File: config.mk
export PLATFORM = sky130hd
export DESIGN_NAME = jtag_host
export DESIGN_NICKNAME = d
export VERILOG_FILES = /design/src/rtl/jtag_pkg.sv /design/src/rtl/jtag_host_shifter.sv /design/src/rtl/jtag_host.sv
export SDC_FILE = /design/constraint.sdc
export NUM_CORES = 1
export LEC_CHECK = 0
export ABC_CLOCK_PERIOD_IN_PS = 2350
export CORE_UTILIZATION = 40
export DETAILED_ROUTE_END_ITERATION = 10
export GPL_TIMING_DRIVEN = 0
export SLEW_MARGIN = 20
export SYNTH_ARGS = -nofsm -noshare
export SYNTH_HDL_FRONTEND = slang
export SYNTH_SLANG_ARGS = --single-unit
File: constraint.sdc
create_clock -name tck -period 2.35 [get_ports tck]
set_input_delay 0.3525 -clock tck [delete_from_list [all_inputs] [get_ports tck]]
set_output_delay 0.3525 -clock tck [all_outputs]
set_load 0.02 [all_outputs]
File: src/rtl/jtag_pkg.sv
// Shared JTAG definitions: TAP state encoding, TAP transition function,
// host opcodes and host FSM states.
package jtag_pkg;

    localparam logic [4:0] TestLogicReset = 5'h00;
    localparam logic [4:0] RunTestOrIdle  = 5'h01;
    localparam logic [4:0] SelectDrScan   = 5'h02;
    localparam logic [4:0] SelectIrScan   = 5'h03;
    localparam logic [4:0] CaptureDr      = 5'h04;
    localparam logic [4:0] CaptureIr      = 5'h05;
    localparam logic [4:0] ShiftDr        = 5'h06;
    localparam logic [4:0] ShiftIr        = 5'h07;
    localparam logic [4:0] Exit1Dr        = 5'h08;
    localparam logic [4:0] Exit1Ir        = 5'h09;
    localparam logic [4:0] PauseDr        = 5'h0a;
    localparam logic [4:0] PauseIr        = 5'h0b;
    localparam logic [4:0] Exit2Dr        = 5'h0c;
    localparam logic [4:0] Exit2Ir        = 5'h0d;
    localparam logic [4:0] UpdateDr       = 5'h0e;
    localparam logic [4:0] UpdateIr       = 5'h0f;

    localparam logic [1:0] OP_RESET    = 2'b00;
    localparam logic [1:0] OP_IDLE     = 2'b01;
    localparam logic [1:0] OP_SHIFT_IR = 2'b10;
    localparam logic [1:0] OP_SHIFT_DR = 2'b11;

    typedef enum logic [1:0] {
        H_INIT = 2'd0,
        H_IDLE = 2'd1,
        H_RUN  = 2'd2,
        H_RSP  = 2'd3
    } host_state_t;

    function automatic logic [4:0] tap_next(input logic [4:0] s, input logic tms);
        logic [4:0] n;
        case (s)
            TestLogicReset: n = tms ? TestLogicReset : RunTestOrIdle;
            RunTestOrIdle:  n = tms ? SelectDrScan   : RunTestOrIdle;
            SelectDrScan:   n = tms ? SelectIrScan   : CaptureDr;
            SelectIrScan:   n = tms ? TestLogicReset : CaptureIr;
            CaptureDr:      n = tms ? Exit1Dr        : ShiftDr;
            CaptureIr:      n = tms ? Exit1Ir        : ShiftIr;
            ShiftDr:        n = tms ? Exit1Dr        : ShiftDr;
            ShiftIr:        n = tms ? Exit1Ir        : ShiftIr;
            Exit1Dr:        n = tms ? UpdateDr       : PauseDr;
            Exit1Ir:        n = tms ? UpdateIr       : PauseIr;
            PauseDr:        n = tms ? Exit2Dr        : PauseDr;
            PauseIr:        n = tms ? Exit2Ir        : PauseIr;
            Exit2Dr:        n = tms ? UpdateDr       : ShiftDr;
            Exit2Ir:        n = tms ? UpdateIr       : ShiftIr;
            UpdateDr:       n = tms ? SelectDrScan   : RunTestOrIdle;
            UpdateIr:       n = tms ? SelectDrScan   : RunTestOrIdle;
            default:        n = TestLogicReset;
        endcase
        return n;
    endfunction

endpackage

File: src/rtl/jtag_host_shifter.sv
// TDI/TDO shift datapath for jtag_host: serialises the command data LSB first
// and writes each sampled TDO bit at its own bit index.
module jtag_host_shifter
    import jtag_pkg::*;
#(
    parameter int DR_MAX = 32,
    parameter int CNT_W  = $clog2(DR_MAX + 1)
) (
    input  logic              clk,
    input  logic              rst,
    input  logic              load,
    input  logic [DR_MAX-1:0] load_data,
    input  logic [CNT_W-1:0]  load_len,
    input  logic              step,
    input  logic              tdo,
    output logic              tdi_bit,
    output logic              last,
    output logic              done,
    output logic [DR_MAX-1:0] cap
);

    logic [DR_MAX-1:0] sr;
    logic [CNT_W-1:0]  cnt;
    logic [CNT_W-1:0]  len;

    assign tdi_bit = sr[0];
    assign last    = (cnt == len - CNT_W'(1));
    assign done    = (cnt == len);

    always_ff @(posedge clk) begin
        if (rst) begin
            sr  <= '0;
            cap <= '0;
            cnt <= '0;
            len <= '0;
        end else if (load) begin
            sr  <= load_data;
            cap <= '0;
            cnt <= '0;
            len <= load_len;
        end else if (step && !done) begin
            sr  <= sr >> 1;
            cap <= cap | (DR_MAX'(tdo) << cnt);
            cnt <= cnt + CNT_W'(1);
        end
    end

endmodule

File: src/rtl/jtag_host.sv
// JTAG initiator: runs RESET/IDLE/SHIFT_IR/SHIFT_DR commands as two-cycle TCK
// periods on the pins and mirrors the target TAP state.
module jtag_host #(
    parameter int DR_MAX = 32,
    parameter int LEN_W  = 6
) (
    input  logic              tck,
    input  logic              trst,
    input  logic              cmd_valid,
    output logic              cmd_ready,
    input  logic [1:0]        cmd_op,
    input  logic [LEN_W-1:0]  cmd_len,
    input  logic [DR_MAX-1:0] cmd_data,
    output logic              rsp_valid,
    output logic [DR_MAX-1:0] rsp_data,
    output logic              tck_out,
    output logic              tms_out,
    output logic              tdi_out,
    input  logic              tdo_in,
    output logic [4:0]        tap_state
);
    import jtag_pkg::*;

    localparam int CNT_W = $clog2(DR_MAX + 1);
    localparam int K_W   = ((LEN_W > CNT_W) ? LEN_W : CNT_W) + 1;

    host_state_t      state, state_n;
    logic [K_W-1:0]   k, k_n, tot, tot_n, pre, pre_n, kp;
    logic [1:0]       op_r, op_n, st_op;
    logic             cur_shift, cur_shift_n;
    logic             tck_n, tms_n, tdi_n, ready_n, rsp_n;
    logic [4:0]       tap_n;
    logic             start, load, step;
    logic             sh_tdi, sh_last, sh_done;
    logic [CNT_W-1:0] n_clamp;

    always_comb begin
        if (cmd_len == '0)
            n_clamp = CNT_W'(1);
        else if (32'(cmd_len) > 32'(DR_MAX))
            n_clamp = CNT_W'(DR_MAX);
        else
            n_clamp = CNT_W'(cmd_len);
    end

    // INIT launches its own RESET sequence once; tot==0 marks "not yet launched".
    always_comb begin
        start = 1'b0;
        st_op = cmd_op;
        if (state == H_INIT && tot == '0) begin
            start = 1'b1;
            st_op = OP_RESET;
        end else if ((state == H_IDLE || state == H_RSP) && cmd_valid) begin
            start = 1'b1;
        end
    end

    always_comb begin
        state_n     = state;
        k_n         = k;
        tot_n       = tot;
        pre_n       = pre;
        op_n        = op_r;
        cur_shift_n = cur_shift;
        tck_n       = tck_out;
        tms_n       = tms_out;
        tdi_n       = tdi_out;
        ready_n     = cmd_ready;
        rsp_n       = 1'b0;
        tap_n       = tap_state;
        load        = 1'b0;
        step        = 1'b0;
        kp          = k + K_W'(1);

        if (start) begin
            load        = 1'b1;
            op_n        = st_op;
            k_n         = '0;
            cur_shift_n = 1'b0;
            tck_n       = 1'b0;
            tdi_n       = 1'b0;
            case (st_op)
                OP_RESET: begin tot_n = K_W'(6); pre_n = '0; tms_n = 1'b1; end
                OP_IDLE: begin tot_n = K_W'(cmd_len); pre_n = '0; tms_n = 1'b0; end
                OP_SHIFT_IR: begin tot_n = K_W'(n_clamp) + K_W'(6); pre_n = K_W'(4); tms_n = 1'b1; end
                default: begin tot_n = K_W'(n_clamp) + K_W'(5); pre_n = K_W'(3); tms_n = 1'b1; end
            endcase
            if (st_op == OP_IDLE && cmd_len == '0) begin
                state_n = H_RSP;
                rsp_n   = 1'b1;
                ready_n = 1'b1;
            end else begin
                state_n = (state == H_INIT) ? H_INIT : H_RUN;
                ready_n = 1'b0;
            end
        end else if (state == H_RUN || state == H_INIT) begin
            if (!tck_out) begin
                // Rising TCK: target moves state and we take its TDO bit.
                tck_n = 1'b1;
                tap_n = tap_next(tap_state, tms_out);
                step  = cur_shift;
            end else if (k == tot - K_W'(1)) begin
                tck_n       = 1'b0;
                tms_n       = 1'b0;
                tdi_n       = 1'b0;
                cur_shift_n = 1'b0;
                ready_n     = 1'b1;
                if (state == H_INIT) begin
                    state_n = H_IDLE;
                end else begin
                    state_n = H_RSP;
                    rsp_n   = 1'b1;
                end
            end else begin
                k_n   = kp;
                tck_n = 1'b0;
                if (op_r[1] && kp >= pre && !sh_done) begin
                    cur_shift_n = 1'b1;
                    tms_n       = sh_last;
                    tdi_n       = sh_tdi;
                end else begin
                    cur_shift_n = 1'b0;
                    tdi_n       = 1'b0;
                    case (op_r)
                        OP_RESET: tms_n = (kp < K_W'(5));
                        OP_IDLE:  tms_n = 1'b0;
                        default:  tms_n = (kp < pre) ? (op_r == OP_SHIFT_IR && kp == K_W'(1))
                                                     : (kp == tot - K_W'(2));
                    endcase
                end
            end
        end else if (state == H_RSP) begin
            state_n = H_IDLE;
        end
    end

    always_ff @(posedge tck) begin
        if (trst) begin
            state     <= H_INIT;
            k         <= '0;
            tot       <= '0;
            pre       <= '0;
            op_r      <= OP_RESET;
            cur_shift <= 1'b0;
            tck_out   <= 1'b0;
            tms_out   <= 1'b1;
            tdi_out   <= 1'b0;
            cmd_ready <= 1'b0;
            rsp_valid <= 1'b0;
            tap_state <= TestLogicReset;
        end else begin
            state     <= state_n;
            k         <= k_n;
            tot       <= tot_n;
            pre       <= pre_n;
            op_r      <= op_n;
            cur_shift <= cur_shift_n;
            tck_out   <= tck_n;
            tms_out   <= tms_n;
            tdi_out   <= tdi_n;
            cmd_ready <= ready_n;
            rsp_valid <= rsp_n;
            tap_state <= tap_n;
        end
    end

    jtag_host_shifter #(
        .DR_MAX (DR_MAX),
        .CNT_W  (CNT_W)
    ) u_shifter (
        .clk       (tck),
        .rst       (trst),
        .load      (load),
        .load_data (cmd_data),
        .load_len  (n_clamp),
        .step      (step),
        .tdo       (tdo_in),
        .tdi_bit   (sh_tdi),
        .last      (sh_last),
        .done      (sh_done),
        .cap       (rsp_data)
    );

endmodule

Yosys cells after proc, flatten, opt, wreduce, memory -nomap -nowiden:

Index checks and enable logic that the tools add are counted.

* register bits after elaboration: 112
* output and inout port bits: 42
* word-level logic and storage cells: 151

* $add $sub $neg: 7
* $lt $le $gt $ge: 4
* equality and inequality tests: 29
* shift operators: 1
* muxes and demuxes: 57
* bitwise operators: 4
* reduce and logical (&&, ||, !) cells: 33

Operators by type and width (number)
* $mux 32: 2
* $pmux 4 s12: 1
* $eq 5x4->1 const B: 8
* $or 32x32->32: 1
* $shl 1x6->32: 1
* $mux 1: 29
* $pmux 7 s3: 1
* $eq 5x3->1 const B: 4
* $mux 2: 10
* $mux 3: 6
* $mux 4: 4
* $add 6x3->7 const B: 2
* $eq 7x7->1: 2
* $eq 6x6->1: 2
* $mux 6: 2
* $reduce_and 3->1: 4
* $eq 5x2->1 const B: 2
* $reduce_or 2->1: 5
* $eq 2x2->1 const B: 4
* $reduce_bool 2->1: 4
* $add 7x1->7 const B: 1
* $eq 7x1->1 const B: 1
* $ge 7x7->1: 1
* $logic_and 1x1->1: 7
* 23 further kinds: 31

Depth between registers and ports, before layout:

* depth after elaboration: 10
* gate-level depth with buffers: 9

By module:

A second synthesis with hierarchy kept.

* cells, all modules: 748
* area total of the unflattened synthesis: 6281.0 um^2

Modules (own cells, without submodules)
* jtag_host_shifter: times used 1, cells an instance 438, area each 3952.5 um^2
* jtag_host: times used 1, cells an instance 310, area each 2328.5 um^2

Least setup slack after synthesis:

Ideal clock, no wire load.

* path kind: register to register
* from: register tot[1]
* to: register u_shifter.cap[20]
* data arrival time: 2035 ps
* data required time: 2233 ps
* setup slack: 198 ps
* cell stages (with the launch flop): 9
* path buffers: 2
* clock period less this slack: 2152 ps
* cells stage by stage: dfxtp_1 inv_1 ha_1 buf_2 or4b_2 o21ai_2 nor2_2 buf_2 a22o_1

* word-level cells in the longest chain between the ends: 5
* elaborated cells between the ends (all ways): 7
* classes of those cells: mux (3); reduce/logical (4)

Ends and longest elaborated chain
* start, declared: line jtag_host.sv:28 `logic [K_W-1:0] k, k_n, tot, tot_n, pre, pre_n, kp;`
* start signal, assigned: line jtag_host.sv:154 `tot <= tot_n;`
* $logic_not 7->1 (*): line jtag_host.sv:50 `if (state == H_INIT && tot == '0) begin`
* $logic_and 1x1->1 (*): line jtag_host.sv:50
* $mux 1 (*): line jtag_host.sv:50
* $mux 1: line jtag_host.sv:75 `if (start) begin`
* $reduce_or 2->1 (no line) or $logic_and 1x1->1 (tied branches)
* end signal, assigned: line jtag_host_shifter.sv:43 `cap <= cap | (DR_MAX'(tdo) << cnt);`
* end, declared: line jtag_host_shifter.sv:19 `output logic [DR_MAX-1:0] cap`

Mark *: on every way between the ends. The rest lies on a longest branch, timed or not.
A chain may end at the register's enable or synchronous reset.

Worst setup path after layout:

* from: input cmd_len[1]
* to: register tot[4]

* word-level cells in the longest chain between the ends: 5
* elaborated cells between the ends (all ways): 7
* classes of those cells: add/sub (2); order compare (1); mux (3); reduce/logical (1)

Ends and longest elaborated chain
* start, declared: line jtag_host.sv:12 `input logic [LEN_W-1:0] cmd_len,`
* $gt 6x6->1: line jtag_host.sv:40 `else if (32'(cmd_len) > 32'(DR_MAX))`
* $mux 6: line jtag_host.sv:40
* $mux 6 (*): line jtag_host.sv:38 `if (cmd_len == '0)`
* net n_clamp[0]: line jtag_host.sv:35 `logic [CNT_W-1:0] n_clamp;`
* $add 6x3->7 (on tied branches): line jtag_host.sv:86, jtag_host.sv:85
* $pmux 7 s3 (*): line jtag_host.sv:82 `case (st_op)`

The timed path passes the listed nets; every way through them passes the cells marked *.

==> results.md <==
- Outcome: completed
- Dominant synthesized flop cell: dfxtp_1
- Period utilization: 0.9683
- Critical path class: input port to flop
- Initial Utilization: 0.4131
- Setup tns final: 0 ns
- Placed Instances: about 930
- Rows: 42
- Overflow after GRT: 0
- Register-to-register setup slack: approximately 0.1 ns
- LEAKAGE: ~2.5 nW
- Reg-to-Reg Start: tot[1]
- Final Net Count: 830
- Root buf cell: clkbuf_16
- Most common cell after layout, fill and taps aside: nand2_1
- Design area: between 0.007 and 0.008 sq mm
- Max_slew headroom: 0.5982
- Final antenna diode count: 0
- Synthesized Nets: between 700 and 800
- CTS Buf Count: 9
- Critical Path RT: 2.64 ns
- Syn_area_per_cell: roughly 8.2 sq um
- Die area: 0.01421 sq mm
- Post-CTS Hold Fix Bufs: 0
- Clk sinks: 106
- Critical path endpoint category: flop
- IO Pins: between 80 and 90
- Register area: 0.002130 sq mm
- Die Y: around 120 um
- Initial antenna violation count: 0
- Hold Path End: u_shifter.cap[22]
- Clock transition at the registers of the reported paths: 0.07 ns
- Final wirelength: ~15 mm
- Cell variety after synth: 70
- Die Wd: 119.2 um
- Filler cells: between 1000 and 1500
- DPL Wire Length: 10.63 mm
- Hold Crit Class: flop to flop
- # DRC: 0
- Fraction of registers with async set/reset: 0
- Number of storage elements in the synthesis netlist: roughly 110
- Worst Max-Slew Pin Slew: about 0.6 ns
- Worst Skew: approximately 0.006 ns
- Largest net degree at the start of global routing: 18
- Mapped Cells: around 670
- First-pass GRT wire length: 24.33 mm
- Count of final setup violators: 0
- GPL Wtd Cong: just under 0.9
- Fraction of layout instances using a drive strength above 1: 0.1078
- Fin. Hold Viols: 0
- Fmax: approximately 440 MHz
- PortBufs: between 80 and 90
- CTS tree: built
- Final Critical Period: about 2.3 ns
- Final Non-Filler Cells: between 900 and 1000
- Tot Pwr: slightly below 7 mW
- Power Density: approximately 1000 mW/mm^2
- Most frequent cells in the layout: 113 x nand2_1, 102 x dfxtp_1, 89 x nor2_1
- Max H-tree Level: 3
- CP Max Fanout: 5
- Routed vias: about 5200
- 1st-iter DRT viols: between 200 and 300
- Hold path startpoint: u_shifter.cap[22]
- Worst R2R Path Depth: 8
- Area Growth Syn to Fin: 27.68%
- Pre-antenna DRT Iters: 5
- Yosys warns: 0
- Worst-Skew Late Latency: 0.36 ns
- Max Root-Sink Buffers: 2
- Via density: between 5 and 6
- GRT Total Usage: 0.2113
- VDD IR max: ~550 uV
- Multi-input logic area: ~0.0032 sq mm
- Max-cap violations: 0
- Vias in the first global route: 4895
- Core area: roughly 0.013 sq mm
- Arrival time at the worst endpoint: 2.56 ns
- Worst hold stages: 2
- Worst R2R End: u_shifter.cap[20]
- Startpoint Class: input port
- DP Area: between 0.006 and 0.007 sq mm
- WL/cell: around 15 um
- Mapped Area: between 0.005 and 0.006 sq mm
- Antenna-violating nets left: 0
- Post-synth EDFFs: 0
- Register area share after synthesis: 0.3863
- Count of final max-slew check failures: 0
## stage by stage
| step | utilization | worst slack [ns] | hold WS [ns] |
|---|---|---|---|
| after floorplan | - | 0.1978 | 0.4444 |
| after global placement | 0.4929 | -0.5769 | 0.4412 |
| after detailed placement | 0.4929 | -0.5401 | 0.4458 |
| after CTS | 0.5208 | 0.008998 | 0.4591 |
| after global routing | 0.5275 | -0.007142 | 0.4834 |
| final | 0.5275 | 0.07445 | 0.4543 |
## critical path, cell delays in order
cell,delay [ns]
clkdlybuf4s50_1,0.50
or4_4,0.53
a21oi_4,0.20
ha_1,0.22
o311ai_0,0.17
mux2_2,0.32
a21oi_1,0.12
a21oi_1,0.06
nor2_1,0.09
## registers in the layout (all words and copies together) (netlist names)
register,flops
tdi_out,1
tms_out,1
u_shifter.len,6
pre,2
u_shifter.cap,32
u_shifter.sr,32
tap_state,4
op_r,2
cmd_ready,1
cur_shift,1
rsp_valid,1
k,7
tot,7
u_shifter.cnt,6
tck_out,1
state,2
## power by group
part | total, mW | switching [mW] | internal, mW
clock network | 1.48 | 0.714 | 0.764
registers | 2.47 | 0.287 | 2.18
logic | 2.98 | 1.77 | 1.22
total | 6.93 | 2.77 | 4.16
## worst max path at each step
stage / startpoint / end / slack (ns) / depth (start not counted)
CTS: tot[2] / tms_out / 0.009 / 8
finish: cmd_len[1] / tot[4] / 0.07 / 9
global route: cmd_len[1] / tot[4] / -0.007 / 9
floorplan: tot[1] / u_shifter.cap[20] / 0.20 / 8
global placement: cmd_len[3] / tot[4] / -0.58 / 9
detailed placement: cmd_len[3] / tot[4] / -0.54 / 9
## metal layers
metal  routed length (um)  GRT usage  up-vias  share of wire
li1                     -          -     2566              -
met1                 6973     0.2819     2479           0.47
met2                 6921     0.3427      137           0.47
met3                  587    0.03831       25          0.040
met4                  243    0.06962        0          0.017
met5                    0          0        -              0
## cell usage after synthesis (8+ instances only)
| master | number | area share |
|---|---|---|
| buf_2 | 15 | 0.014 |
| a22o_1 | 8 | 0.013 |
| inv_1 | 17 | 0.012 |
| a31oi_1 | 10 | 0.011 |
| o21a_1 | 9 | 0.012 |
| o21ai_1 | 8 | 0.0073 |
| o21ai_0 | 11 | 0.010 |
| nand2_1 | 113 | 0.077 |
| xor2_1 | 16 | 0.026 |
| nor2_1 | 89 | 0.061 |
| a21oi_1 | 36 | 0.033 |
| clkbuf_1 | 25 | 0.017 |
| nand3_1 | 16 | 0.015 |
| ha_1 | 12 | 0.027 |
| dfxtp_1 | 106 | 0.39 |
| a311oi_1 | 33 | 0.053 |
| xnor2_1 | 28 | 0.045 |
## kinds of logic after synthesis
kind of cell	Yosys count	share of synthesized area
buf+inv	64	0.05194
xor+xnor	45	0.07312
simple gates	275	0.2289
other cells	1	0.0006827
mux	5	0.009340
flops	106	0.3863
fa+ha+maj	12	0.02733
compound gates	163	0.2223
## timing repair
item,4_1_cts,5_1_grt
setup buffers,5,4
gates resized for setup,19,30
pin swaps,5,7
endpoints found under the setup margin,92,88
endpoints found under the hold margin,0,0
## final cells by class
class                      instances  share of cell area
multi-input combinational        501              0.4498
inverter                          17            0.009099
sequential                       106              0.3037
clock buffer                      12             0.03515
tap                              176             0.03140
timing repair buffer              93              0.1301
buffer                            46             0.03604
clock inverter                     4            0.004817
(Power assumes the default switching activity.)
